[src/rtl/rib_rr_pkg.sv]
// rib_rr_pkg: shared word constants and FSM state type for the rib_rr bus arbiter.
`ifndef RIB_RR_DEFINES
`define RIB_RR_DEFINES
`define INST_NOP    32'h00000013
`define ZeroWord    32'h00000000
`define HoldEnable  1'b1
`define HoldDisable 1'b0
`endif

package rib_rr_pkg;

    localparam logic [31:0] INST_NOP     = `INST_NOP;
    localparam logic [31:0] ZERO_WORD    = `ZeroWord;
    localparam logic        HOLD_ENABLE  = `HoldEnable;
    localparam logic        HOLD_DISABLE = `HoldDisable;

    typedef enum logic {IDLE, OWN} state_e;

endpackage

[src/rtl/rib_rr_rr_sel.sv]
// rib_rr_rr_sel: combinational round-robin picker, searching upward from ptr_i+1 modulo NM.
module rib_rr_rr_sel #(
    parameter int NM = 5,
    parameter int OW = 3
) (
    input  logic [NM-1:0] req_i,
    input  logic [NM-1:0] excl_i,
    input  logic [OW-1:0] ptr_i,
    output logic [OW-1:0] idx_o,
    output logic          vld_o
);

    logic [OW-1:0] j;

    // Scan farthest-first so the last hit is the one closest after the pointer.
    always_comb begin
        idx_o = '0;
        vld_o = 1'b0;
        j     = '0;
        for (int i = NM; i >= 1; i--) begin
            j = OW'((int'(ptr_i) + i) % NM);
            if (req_i[j] && !excl_i[j]) begin
                idx_o = j;
                vld_o = 1'b1;
            end
        end
    end

endmodule

[src/rtl/rib_rr.sv]
// rib_rr: NM-master / NS-slave bus arbiter with a priority master, round-robin rotation,
// bounded ownership and combinational address-decoded routing.
module rib_rr
    import rib_rr_pkg::*;
#(
    parameter int              NM           = 5,
    parameter int              NS           = 3,
    parameter logic [NS*4-1:0] SLV_MAP      = {4'h3, 4'h1, 4'h0},
    parameter int              HP_MASTER    = 3,
    parameter int              FETCH_MASTER = 1,
    parameter int              MAX_HOLD     = 8
) (
    input  logic             clk,
    input  logic             rst,
    input  logic [NM*32-1:0] m_addr_i,
    input  logic [NM*32-1:0] m_data_i,
    input  logic [NM-1:0]    m_req_i,
    input  logic [NM-1:0]    m_we_i,
    input  logic [NM-1:0]    m_lock_i,
    output logic [NM*32-1:0] m_data_o,
    output logic [NM-1:0]    m_gnt_o,
    output logic [NM-1:0]    m_err_o,
    output logic [NS*32-1:0] s_addr_o,
    output logic [NS*32-1:0] s_data_o,
    output logic [NS-1:0]    s_we_o,
    input  logic [NS*32-1:0] s_data_i,
    output logic             hold_flag_o
);

    localparam int             OW         = $clog2(NM);
    localparam int             HW         = $clog2(MAX_HOLD + 1);
    localparam logic [OW-1:0]  HP         = OW'(HP_MASTER);
    localparam logic [HW-1:0]  HOLD_MAX   = HW'(MAX_HOLD - 1);
    localparam logic [NM-1:0]  FETCH_MASK = NM'(1) << FETCH_MASTER;

    state_e        state_q, state_d;
    logic [OW-1:0] owner_q, owner_d;
    logic [OW-1:0] rr_ptr_q, rr_ptr_d;
    logic [HW-1:0] hold_q, hold_d;

    logic [NM-1:0] own;
    logic [31:0]   sel_addr, sel_data, rdata;
    logic          sel_we, own_req, own_lock, owner_hp, hp_cand, leave, hit;
    logic [OW-1:0] sel_ptr, sel_idx, win;
    logic          sel_vld, win_vld;

    always_comb begin
        own      = '0;
        sel_addr = ZERO_WORD;
        sel_data = ZERO_WORD;
        sel_we   = 1'b0;
        for (int i = 0; i < NM; i++) begin
            own[i] = (state_q == OWN) && (owner_q == OW'(i));
            if (own[i]) begin
                sel_addr = m_addr_i[32*i +: 32];
                sel_data = m_data_i[32*i +: 32];
                sel_we   = m_we_i[i];
            end
        end
    end

    assign own_req  = |(own & m_req_i);
    assign own_lock = |(own & m_lock_i);
    assign owner_hp = owner_q == HP;
    assign hp_cand  = m_req_i[HP_MASTER] && !own[HP_MASTER];
    // A priority owner never becomes the round-robin reference point.
    assign sel_ptr  = (state_q == OWN && !owner_hp) ? owner_q : rr_ptr_q;
    assign win      = hp_cand ? HP : sel_idx;
    assign win_vld  = hp_cand || sel_vld;
    assign leave    = !own_req ||
                      (!own_lock && ((hold_q == HOLD_MAX && |(m_req_i & ~own)) || hp_cand));

    rib_rr_rr_sel #(
        .NM(NM),
        .OW(OW)
    ) u_rr_sel (
        .req_i (m_req_i),
        .excl_i(own),
        .ptr_i (sel_ptr),
        .idx_o (sel_idx),
        .vld_o (sel_vld)
    );

    always_comb begin
        state_d  = state_q;
        owner_d  = owner_q;
        rr_ptr_d = rr_ptr_q;
        hold_d   = hold_q;
        if (state_q == IDLE) begin
            if (win_vld) begin
                state_d = OWN;
                owner_d = win;
                hold_d  = '0;
            end
        end else if (leave) begin
            rr_ptr_d = owner_hp ? rr_ptr_q : owner_q;
            state_d  = win_vld ? OWN : IDLE;
            owner_d  = win_vld ? win : owner_q;
            hold_d   = '0;
        end else begin
            hold_d = (hold_q == HOLD_MAX) ? hold_q : hold_q + HW'(1);
        end
    end

    always_ff @(posedge clk or posedge rst) begin
        if (rst) begin
            state_q  <= IDLE;
            owner_q  <= '0;
            rr_ptr_q <= OW'(NM - 1);
            hold_q   <= '0;
        end else begin
            state_q  <= state_d;
            owner_q  <= owner_d;
            rr_ptr_q <= rr_ptr_d;
            hold_q   <= hold_d;
        end
    end

    // First matching SLV_MAP entry wins, so at most one slave is ever selected.
    always_comb begin
        s_addr_o = '0;
        s_data_o = '0;
        s_we_o   = '0;
        rdata    = ZERO_WORD;
        hit      = 1'b0;
        for (int k = 0; k < NS; k++) begin
            if (state_q == OWN && !hit && sel_addr[31:28] == SLV_MAP[4*k +: 4]) begin
                hit                  = 1'b1;
                s_addr_o[32*k +: 32] = {4'h0, sel_addr[27:0]};
                s_data_o[32*k +: 32] = sel_data;
                s_we_o[k]            = sel_we;
                rdata                = s_data_i[32*k +: 32];
            end
        end
    end

    always_comb begin
        m_gnt_o  = '0;
        m_err_o  = '0;
        m_data_o = '0;
        for (int i = 0; i < NM; i++) begin
            m_gnt_o[i]           = own[i];
            m_err_o[i]           = own[i] && !hit;
            m_data_o[32*i +: 32] = own[i] ? rdata : (i == FETCH_MASTER ? INST_NOP : ZERO_WORD);
        end
    end

    assign hold_flag_o = |(m_req_i & ~FETCH_MASK) ? HOLD_ENABLE : HOLD_DISABLE;

endmodule

[config.mk]
export PLATFORM = sky130hd
export DESIGN_NAME = rib_rr
export DESIGN_NICKNAME = d
export VERILOG_FILES = /design/src/rtl/rib_rr_pkg.sv /design/src/rtl/rib_rr_rr_sel.sv /design/src/rtl/rib_rr.sv
export SDC_FILE = /design/constraint.sdc
export NUM_CORES = 1
export LEC_CHECK = 0
export ABC_CLOCK_PERIOD_IN_PS = 5200
export BUFFER_PORTS_ARGS = -buffer_cell sky130_fd_sc_hd__buf_2
export CORE_AREA = 3 3 311 313
export CTS_CLUSTER_SIZE = 24
export DETAILED_ROUTE_END_ITERATION = 7
export DIE_AREA = 0 0 314 316
export GPL_TIMING_DRIVEN = 0
export PLACE_DENSITY = 0.37
export SLEW_MARGIN = 20
export SYNTH_ARGS = -nofsm -noshare
export SYNTH_HDL_FRONTEND = slang
export SYNTH_SLANG_ARGS = --single-unit
export TNS_END_PERCENT = 10
[constraint.sdc]
create_clock -name clk -period 5.2 [get_ports clk]
set_input_delay 1.04 -clock clk [delete_from_list [all_inputs] [get_ports clk]]
set_output_delay 1.04 -clock clk [all_outputs]
set_load 0.03 [all_outputs]
==> metrics.md <==
| Metric | Value |
|---|---|
| Mapped cell area | 6640 µm² |
| Sw frac | 68.5% |
| Highest Clock Rate | 198 MHz |
| Die area | 99200 µm² |
| Final core utilization | 13.5% |
| Max VDD drop | 289 µV |
| Dpl hpwl | 62.1 mm |
| Drt wl/cell | 21.9 µm |
| CP Buf/Inv Count | 5 |
| # rows | 113 |
| Crit Path Category | reg2out |
| Initial drt markers | 1541 |
| Vias per cell | 3.86 |
| Minimum clock period | 5.04 ns |
| Share of layout cells above drive strength 1 | 46.3% |
| Pre-CTS WS | -1.48 ns |
| TritonCTS clock tree | done |
| Slowest-stage cell, CP | clkbuf_1 |
| DRC Markers | 0 |
| Worst hold path type | reg2reg |
| Leakage power | 6.60 nW |
| CORE AREA | 94600 µm² |
| Initial core utilization | 7.02% |
| Global route overflow | 0 |
| Slowest stage delay, CP | 0.64 ns |
| Register area | 277 µm² |
| Initial antenna violation count | 24 |
| Slew margin rel. | 37.1% |
| CTS clock-pin slew for the worst setup and hold paths | 0.04 ns |
| Hold Fails Final Rpt | 0 |
| Total CTS buffers | 3 |
| Run status | complete, no violations |
| Worst-skew pair later-pin latency | 0.23 ns |
| Die Ht | 316 µm |
| Share of the synthesized area in the top cell type | 20.9% |
| Synth Register Bits | 11 |
| Fill count | 11300 |
| Final WL | 71.7 mm |
| Sink Count | 11 |
| Slew at the pin closest to its max-slew limit | 0.934 ns |
| I/O pins | 799 |
| Total track usage | 13.2% |
| Flop pwr share | 1.4% |
| Seq/Total Area, Yosys | 4.17% |
| CP Capture Type | output pin |
| Avg Cell Area, Syn | 5.58 µm² |
| Largest area contributor in the netlist | nor2_1 |
| Max H-tree Level | 1 |
| Final setup vio count | 0 |
| PortBufs | 786 |
| Startpoint Class | flip-flop |
| Top Family by Delay on Critical Path | buffers and inverters |
| Pin count of the biggest net entering global routing | 13 |
| Cts hold-fix bufs | 0 |
| Worst EP arrival | 4.00 ns |
| PnR worst setup slack | 0.156 ns |
| Gpl congestion | 0.903 |
| Flop2flop setup slack | 0.19 ns |
| Power share of the combinational group | 97.4% |
| Library cells used by synthesis | 84 |
| Vias in the first global route | 11800 |
| Async SR Flop Fraction | 100% |
| Fin. max-slew vios | 0 |
| Syn Inst Count | 1189 |
| WP data required | 4.16 ns |
| Die width | 314 µm |
| Maximum clock path buffer count | 2 |
| Synth warnings | 0 |
| Main synth FF type | dfrtp_1 |
| Number of flops mapped to enable cells by yosys | 0 |
| Max-cap viol count | 0 |
| Pwr Density | 877 nW/µm² |
| Cell mode on critical path | buf_2 |
| Final Cycle Share | 97.0% |
| CP max FO | 10 |
| Clock skew | 0.00115 ns |
| Clock share of power | 1.2% |
| Area of the multi-input gates | 5980 µm² |
| Synth area leaders | nor2_1 21%, a222oi_1 9.8%, nand2_1 9.5%, nand3_1 5.5%, mux2i_1 5.4% |
| Unrepaired setup endpoints after global routing | yes |
| Layout area overhead | 91.8% |
| Via count | 12600 |
| First-pass GRT wire length | 93.3 mm |
| Switching pwr | 7.64 mW |
| Min Hold Slack | 0.560 ns |
| P_int | 3.52 mW |
| Nets@finish | 2461 |
| Commonest non-fill, non-tap cells in the layout | 797 x buf_2, 369 x nor2_1, 166 x nand2_1 |
| First-pass detailed-route iteration total | 8 |
| Crit-path cells | buf_2 > nand2b_1 > or3_4 > inv_2 > clkbuf_2 > clkbuf_1 > a222oi_1 > nand3_1 > o21ai_0 > nor2_1 > buf_2 |
| Root Buffer | clkbuf_16 |
| ANT nets after route | 0 |
| Commonest non-fill, non-tap cell in the layout | buf_2 |
## layer usage
| layer | vias to the layer above | wire length [µm] | track usage, % |
|---|---|---|---|
| met5 | - | 37 | 0 |
| met1 | 5968 | 30300 | 17.7 |
| li1 | 5822 | - | - |
| met4 | 6 | 2030 | 3.83 |
| met2 | 755 | 32200 | 20.5 |
| met3 | 90 | 7180 | 3.67 |
## power groups by stage
stage | clock network (mW) | registers, mW | logic, mW
final | 0.136 | 0.154 | 10.9
after floorplan | 0 | 0.144 | 6.54
after CTS | 0.140 | 0.153 | 10.5
after global placement | 0 | 0.153 | 10.2
after global routing | 0.143 | 0.158 | 11.7
after detailed placement | 0 | 0.154 | 10.2
## worst register-to-register path, stage by stage, from the launching register on
cell and delay (ns):
dfrtp_1 0.40, or3b_1 0.36, buf_2 0.20, nand2_8 0.13, clkbuf_16 0.17, inv_1 0.10
ha_4 0.31, buf_8 0.16, inv_8 0.07, ha_1 0.21, or2_2 0.35, a211oi_2 0.20
a211oi_1 0.10, xnor2_1 0.17, ha_2 0.21, nor2b_1 0.13, inv_1 0.06, o221ai_2 0.14
and4_4 0.26, o2111ai_4 0.25, nand3_1 0.16, or4b_1 0.56, a41oi_2 0.22
## flip-flops by register name (all words and copies together) (netlist names)
signal and count:
rr_ptr_q 3, state_q 1, hold_q 4, owner_q 3
## cell families after synthesis
group | Yosys count | synth area share, %
xor gates and xnor gates | 8 | 1.17
and+or+nand+nor | 684 | 43.4
DFF | 11 | 4.17
AOI/OAI and AO/OA | 263 | 29.0
adders and majority gates | 23 | 4.34
buffers and inverters | 149 | 9.62
muxes | 50 | 8.20
other | 1 | 0.0565
## final timing paths
path	end	startpoint	cells past startpoint
worst max-delay path	s_data_o[89]	owner_q[1]	11
min in group asynchronous	rr_ptr_q[1]	rst	2
max in group asynchronous	rr_ptr_q[2]	rst	2
worst max register to register	owner_q[0]	rr_ptr_q[0]	22
worst min register to register	hold_q[3]	hold_q[3]	1
worst min-delay path	hold_q[3]	hold_q[3]	1
## area by class of cell
cell class | instances | share of cell area (%)
Clock buffer | 4 | 0.619
Inverter | 28 | 0.954
Tap cell | 1265 | 12.4
Timing Repair Buffer | 805 | 32.1
Antenna cell | 8 | 0.157
Sequential cell | 11 | 2.17
Multi-Input combinational cell | 1040 | 47.0
Buffer | 116 | 4.53
## repair_timing
action | in CTS | in global routing
setup endpoints to repair | 356 | 226
resized for setup | 40 | 37
buffers inserted | 8 | 5
endpoints found under the hold margin | 0 | 0
pin swaps | 6 | 7
## synth_stat cells, types with 10 or more instances
cell / count
a31oi_1: 11
a21oi_1: 14
nor2_1: 370
mux2_2: 10
clkbuf_1: 88
buf_2: 10
mux2i_1: 36
dfrtp_1: 10
a222oi_1: 65
ha_1: 23
nand3_1: 73
o21ai_0: 71
nand2_1: 168
o21ai_1: 35
nand4_1: 10
inv_1: 22
buf_4: 13
and3_1: 10
## through the flow
step	cell area [µm²]	setup TNS (ns)	power, mW	std cells
after global routing	12700	-0.327	12.1	3273
after CTS	12500	-0.140	10.8	3263
after detailed placement	12300	-318.97	10.4	3256
final	12700	0	11.2	3277
after floorplan	6680	0	6.69	1200
after global placement	12200	-391.26	10.4	3251
Note: power is estimated with default switching activity, not from simulation.
